### src/rtl/cross_bar_arbiter.sv
// rtl/cross_bar_arbiter.sv - per-slave round-robin arbiter feeding the cross-bar select muxes
// Optional forced-release timer is compiled in with CROSS_BAR_ARB_TIMEOUT_EN.
package cross_bar_pkg;
  localparam int MASTER_N = 4;
  localparam int MASTER_W = $clog2(MASTER_N);
  localparam int SLAVE_N  = 4;
  localparam int SLAVE_W  = $clog2(SLAVE_N);
  localparam int ADDR_W   = 16;

  typedef logic [ADDR_W-1:0] addr_t;
endpackage

module cross_bar_arbiter
  import cross_bar_pkg::*;
#(
  parameter int SLAVE_ID       = 0,
  parameter int TIMEOUT_CYCLES = 256
) (
  input  logic                 clk,
  input  logic                 aresetn,
  input  logic [MASTER_N-1:0]  master_req,
  input  addr_t [MASTER_N-1:0] master_addr,
  input  logic                 slave_ack,
  output logic                 slave_req_o,
  output logic                 grant_valid,
  output logic [MASTER_W-1:0]  grant_num,
  output logic [MASTER_N-1:0]  grant_onehot,
  output logic                 timeout_err
);

  typedef enum logic {
    IDLE,
    BUSY
  } state_t;

  localparam logic [SLAVE_W-1:0] SLAVE_SEL = SLAVE_W'(SLAVE_ID);

  state_t              state_q;
  state_t              state_d;
  logic [MASTER_W-1:0] grant_q;
  logic [MASTER_W-1:0] grant_d;
  logic [MASTER_W-1:0] last_q;
  logic [MASTER_W-1:0] last_d;
  logic [MASTER_W-1:0] winner;
  logic [MASTER_W-1:0] cand;
  logic                winner_found;
  logic [MASTER_N-1:0] hit;
  logic                owner_req;
  logic                expire;
  logic                addr_unused;

  // Only the slave-select field of each address matters here.
  assign addr_unused = ^master_addr;

  always_comb begin
    hit = '0;
    for (int m = 0; m < MASTER_N; m++) begin
      hit[m] = master_req[m] && (master_addr[m][ADDR_W-1 -: SLAVE_W] == SLAVE_SEL);
    end
  end

  // Search starts one past the last completed owner and wraps.
  always_comb begin
    winner       = '0;
    winner_found = 1'b0;
    cand         = '0;
    for (int i = 1; i <= MASTER_N; i++) begin
      cand = MASTER_W'((int'(last_q) + i) % MASTER_N);
      if (!winner_found && hit[cand]) begin
        winner       = cand;
        winner_found = 1'b1;
      end
    end
  end

  assign owner_req = master_req[grant_q];

`ifdef CROSS_BAR_ARB_TIMEOUT_EN
  localparam int TMR_W = $clog2(TIMEOUT_CYCLES + 1);
  localparam logic [TMR_W-1:0] TMR_LAST = TMR_W'(TIMEOUT_CYCLES - 1);
  localparam logic [TMR_W-1:0] TMR_MAX  = TMR_W'(TIMEOUT_CYCLES);

  logic [TMR_W-1:0] timer_q;

  always_ff @(posedge clk or negedge aresetn) begin
    if (!aresetn) begin
      timer_q <= '0;
    end else if (state_q != BUSY) begin
      timer_q <= '0;
    end else if (!slave_ack && (timer_q != TMR_MAX)) begin
      timer_q <= timer_q + 1'b1;
    end
  end

  // Fires in the BUSY cycle that brings the count to TIMEOUT_CYCLES; an ack there wins.
  assign expire = (state_q == BUSY) && !slave_ack && owner_req && (timer_q == TMR_LAST);
`else
  localparam int TIMEOUT_UNUSED = TIMEOUT_CYCLES;
  assign expire = 1'b0;
`endif

  always_comb begin
    state_d = state_q;
    grant_d = grant_q;
    last_d  = last_q;
    case (state_q)
      IDLE: begin
        if (winner_found) begin
          state_d = BUSY;
          grant_d = winner;
        end
      end
      BUSY: begin
        if (slave_ack || expire) begin
          state_d = IDLE;
          grant_d = '0;
          last_d  = grant_q;
        end else if (!owner_req) begin
          state_d = IDLE;
          grant_d = '0;
        end
      end
      default: begin
        state_d = IDLE;
        grant_d = '0;
      end
    endcase
  end

  always_ff @(posedge clk or negedge aresetn) begin
    if (!aresetn) begin
      state_q <= IDLE;
      grant_q <= '0;
      last_q  <= MASTER_W'(MASTER_N - 1);
    end else begin
      state_q <= state_d;
      grant_q <= grant_d;
      last_q  <= last_d;
    end
  end

  assign grant_valid  = (state_q == BUSY);
  assign grant_num    = grant_q;
  assign grant_onehot = grant_valid ? (MASTER_N'(1) << grant_q) : '0;
  assign slave_req_o  = grant_valid && owner_req;
  assign timeout_err  = expire;

endmodule

### config.mk
export PLATFORM = sky130hd
export DESIGN_NAME = cross_bar_arbiter
export DESIGN_NICKNAME = d
export VERILOG_FILES = /design/src/rtl/cross_bar_arbiter.sv
export SDC_FILE = /design/constraint.sdc
export NUM_CORES = 1
export LEC_CHECK = 0
export CORE_AREA = 2 2 49 51
export CTS_CLUSTER_DIAMETER = 30
export DETAILED_ROUTE_END_ITERATION = 8
export DIE_AREA = 0 0 51 53
export PLACE_DENSITY = 0.81
export SYNTH_ARGS = -nofsm -noshare
export SYNTH_HDL_FRONTEND = slang
export SYNTH_SLANG_ARGS = --single-unit
export TNS_END_PERCENT = 20
### constraint.sdc
create_clock -name clk -period 2.1 [get_ports clk]
set_input_delay 0.42 -clock clk [delete_from_list [all_inputs] [get_ports clk]]
set_output_delay 0.42 -clock clk [all_outputs]
set_load 0.01 [all_outputs]
# Word level (Yosys, flattened, before mapping)
# Cells that the tools add are included.
[word_totals]
ff_bits = 5
latchBits = 0
ram_bits = 0
mem_bits_ro = 0
inputBits = 71
out_inout_bits = 9
wordCells = 60
mem_count = 0
[op_classes]
add_sub_neg = 4
multipliers = 0
n_div = 0
order_cmp = 5
n_eq_ne = 2
shifts = 1
mux = 27
n_bitwise = 1
reduce_logical = 17
[ops]
columns = ["cell", "count"]
rows = [
  ["$lt A2 B3 Y1 const B", 5],
  ["$mux W2", 7],
  ["$mux W1", 12],
  ["$bmux W1 S2", 5],
  ["$logic_and A1 B1 Y1", 8],
  ["$logic_not A2 Y1", 4],
  ["$add A2 B1 Y2 const B", 2],
  ["$add A2 B2 Y2 const B", 2],
  ["$mux W4", 1],
  ["$pmux W2 S2", 1],
  ["$reduce_and A2 Y1", 2],
  ["$shl A1 B2 Y4 const A", 1],
  ["$logic_not A1 Y1", 3],
  ["$ne A3 B3 Y1 const B", 1],
  ["$ne A2 B2 Y1 const B", 1],
  ["$pmux W1 S2", 1],
  ["$not A1 Y1", 1],
]

# Longest topological paths before layout
[logic_depth]
ltp_word = 16
ltp_mapped = 4
mapped_depth_nobuf = 4

# Worst setup path after synthesis
# Ideal clock, no wire load.
[synth_path]
kind = "register to output"
startpoint = "register grant_q[1], in the netlist grant_num[1]"
endpoint = "output slave_req_o"
arrival_time_ps = 1165
required_time_ps = 1680
slack_ps = 515
path_stages_with_launch = 4
n_path_buf = 0
cell_sequence = "dfrtp_1 -> mux4_2 -> nand2_2 -> inv_1"
[synth_between]
elab_chain_cells = 3
[synth_rtl]
columns = ["element", "line", "rtl"]
rows = [
  ["start, declared", "40", "logic [MASTER_W-1:0] grant_q;"],
  ["start signal, assigned", "137", "grant_q <= grant_d;"],
  ["$bmux W1 S2", "76", "assign owner_req = master_req[grant_q];"],
  ["$mux W1 (not written as such)", "76", ""],
  ["$logic_and A1 B1 Y1", "145", "assign slave_req_o = grant_valid && owner_req;"],
  ["end, declared", "24", "output logic slave_req_o,"],
]
# Every way passes these cells. The select of a mux whose other input is x is not followed.

# Final worst setup path
[layout_path]
startpoint = "input master_req[3]"
endpoint = "output slave_req_o"
[layout_between]
elab_chain_cells = 3
[layout_rtl]
columns = ["element", "line", "rtl"]
rows = [
  ["start, declared", "21", "input logic [MASTER_N-1:0] master_req,"],
  ["$bmux W1 S2", "76", ""],
  ["$mux W1 (not written as such)", "76", ""],
  ["$logic_and A1 B1 Y1", "145", ""],
]
# Every way passes these cells. The select of a mux whose other input is x is not followed.

==> qor.yml <==
status: "complete, no violations"
fin_nets: 141
crit_path_start_kind: "input port"
seq_area_frac_synth_pct: 30.0
cts_inserted_buffers: 3
wl_per_cell_um: 11.4
initial_utilization_pct: 19.8
dp_hpwl_um: 926
track_usage_pct: 9.56
crit_path_max_incr_delay_ps: 480
rows: 17
grt_pass1_wl_mm: 1.79
fill_cells: 235
arrival_ps: 1560
synth_cell_type_count: 29
die_y_um: 53
rsz0062_at_grt: "no"
power_uw: 593
cts_setup_buffers: 0
pwr_density_cell_mw_per_mm2: 833
yosysTopAreaCell: "dfrtp_1"
critPathKind: "input port to output port"
cp_max_fo: 2
reg2reg_depth: 5
synth.cell_area_sq_um: 425
synth_edf_count: 0
r2r_end: "grant_num[0]"
clkSlewWorstSetupHoldPaths_ps: 50
critPathTopFamily: "buffers and inverters"
routed_wl_mm: 1.11
ir_drop_v: 0.000383
r2r-start: "grant_num[1]"
synth_area_leaders: "dfrtp_1, dfstp_2, nor4bb_4"
yosys_warnings: 0
drc_errors: 0
synthArstFlopShare_pct: 100
regArea_sq_um: 128
fmax_mhz: 505
fin_cells: 97
antenna_found_initial: 0
grt_pass1_vias: 432
via_per_inst: 4.43
hold_viol_final: 0
yosys-top-cells-count: "dfrtp_1, inv_1, nand2_1, nor2_1"
setup_viol: 0
coreArea_sq_mm: 0.00215
finish.utilization_pct: 33.1
cts_buffer_depth: 2
grt_max_degree: 9
end_kind: "output port"
leakagePower_uw: 0.000289
maxCapViolCount: 0
skew_ps: 4.52
tns_ps: 0
pin_count: 80
synthFlopType: "dfrtp_1"
cts.sinks: 5
fin_crit_ps: 1980
route.vias.total: 430
drt_iter0_markers: 3
drive_gt1_share_pct: 24.6
cts_root_buffer: "clkbuf_4"
drv_slew: 0
cp.required_ps: 1680
finalCritPeriodShare_pct: 94.3
reg2reg_setup_slack_ps: 610
synth_top_area_share_pct: 17.6
syn_inst: 42
multi_input_area_sq_um: 275
firstDrtPassIters: 2
area_growth_syn_to_layout_pct: 67.4
worstPathCellList: "clkdlybuf4s50_1 -> mux4_2 -> nand2_2 -> inv_1 -> clkbuf_2"
place_inst: 93
cp_slowest_cell: "mux4_2"
die_area_sq_mm: 0.00270
hold_path.class: "input port to asynchronous set/reset pin"
cp_num_buf_inv: 3
htreeDepth: 1
buffer_ports.inserted: 22
synth_nets: 113
postRouteAntennaNets: 0
fp.dieW_um: 51
cts_tree: "built"
design_area_sq_um: 712
gr-total-overflow: 0
num_antenna_cells: 0
ys_ff_latch: 5
place_area_sq_um: 692
clk_latency_ps: 240
place_congestion: 0.737
post_synth.cell_area_avg_sq_um: 10.1
through the flow:
step / hold WS [ps] / setup slack [ps]
after floorplan: 124 / 515
after global placement: 588 / -276
after detailed placement: 608 / -258
after CTS: 387 / 10.7
after global routing: 387 / 48.0
final: 386 / 119
area by class of cell:
type,instances,share of cell area [%]
multi-input cells,32,38.7
repair buffers,25,33.2
flip-flops and latches,5,17.9
well taps,28,4.92
clock buffers,4,3.69
inverters,3,1.58
registers in the layout (all words and copies together), names as in the netlist:
register     cells
last_q           2
grant_valid      1
grant_num        2
layout by cell type (no fill, tap or decap):
master | Yosys | final
or3b_1 | 1 | 1
mux2_1 | 2 | 2
nand2_2 | 1 | 1
clkbuf_1 | 1 | 1
conb_1 | 1 | 1
nand2_1 | 3 | 3
mux4_2 | 1 | 1
o2bb2ai_2 | 1 | 1
nor3b_2 | 1 | 1
clkbuf_4 | 0 | 3
nor3b_4 | 1 | 1
a22o_1 | 2 | 2
dfrtp_1 | 3 | 3
nor3_1 | 1 | 1
nor3b_1 | 2 | 2
nand3_1 | 1 | 1
a21boi_0 | 1 | 1
nor2_1 | 3 | 3
dlygate4sd2_1 | 0 | 1
clkdlybuf4s50_1 | 0 | 20
nor4bb_4 | 1 | 1
mux2i_1 | 1 | 1
o21ai_0 | 1 | 1
a21oi_1 | 1 | 1
a22oi_1 | 1 | 1
or3b_4 | 1 | 1
inv_1 | 3 | 3
o221ai_1 | 1 | 1
clkbuf_2 | 0 | 1
dfstp_2 | 2 | 2
and3_2 | 1 | 1
o22ai_1 | 2 | 2
buf_4 | 1 | 3
power by group:
group | switching [uW] | internal (uW) | leakage, uW | total, uW
Clock | 40.0 | 71.9 | 0.0000150 | 112
Sequential | 44.9 | 144 | 0.0000597 | 189
Combinational | 119 | 173 | 0.000215 | 292
how the worst max path moves through the flow:
stage,cells after the start,endpoint,slack (ps),startpoint
floorplan,3,slave_req_o,520,grant_num[1]
global placement,5,slave_req_o,-280,master_req[1]
detailed placement,5,slave_req_o,-260,master_req[1]
CTS,5,slave_req_o,10,master_req[3]
global route,3,grant_onehot[0],50,grant_num[1]
finish,5,slave_req_o,120,master_req[3]
cell families after synthesis:
family                 count (synthesis)  share of synthesized area (%)
muxes                                  4                           12.9
AOI/OAI and AO/OA                     10                           18.5
and+or+nand+nor                       17                           32.4
other                                  1                          0.882
buffers and inverters                  5                           5.29
DFF                                    5                           30.0
what timing repair did:
item | CTS | global route
endpoints found under the setup margin | 1 | 1
hold buffers | 0 | 0
gates resized for setup | 3 | 1
metal layers:
metal  up-vias  routed length (um)  part of all wire (%)  global-route usage [%]
li1        208                   -                     -                       -
met1       200                 446                    40                    8.73
met2        20                 531                    48                    16.0
met3         2                 123                    11                    7.06
met4         0                   9                  0.81                    4.05
met5         -                   0                     0                       0
Note: power is estimated with default switching activity, not from simulation.
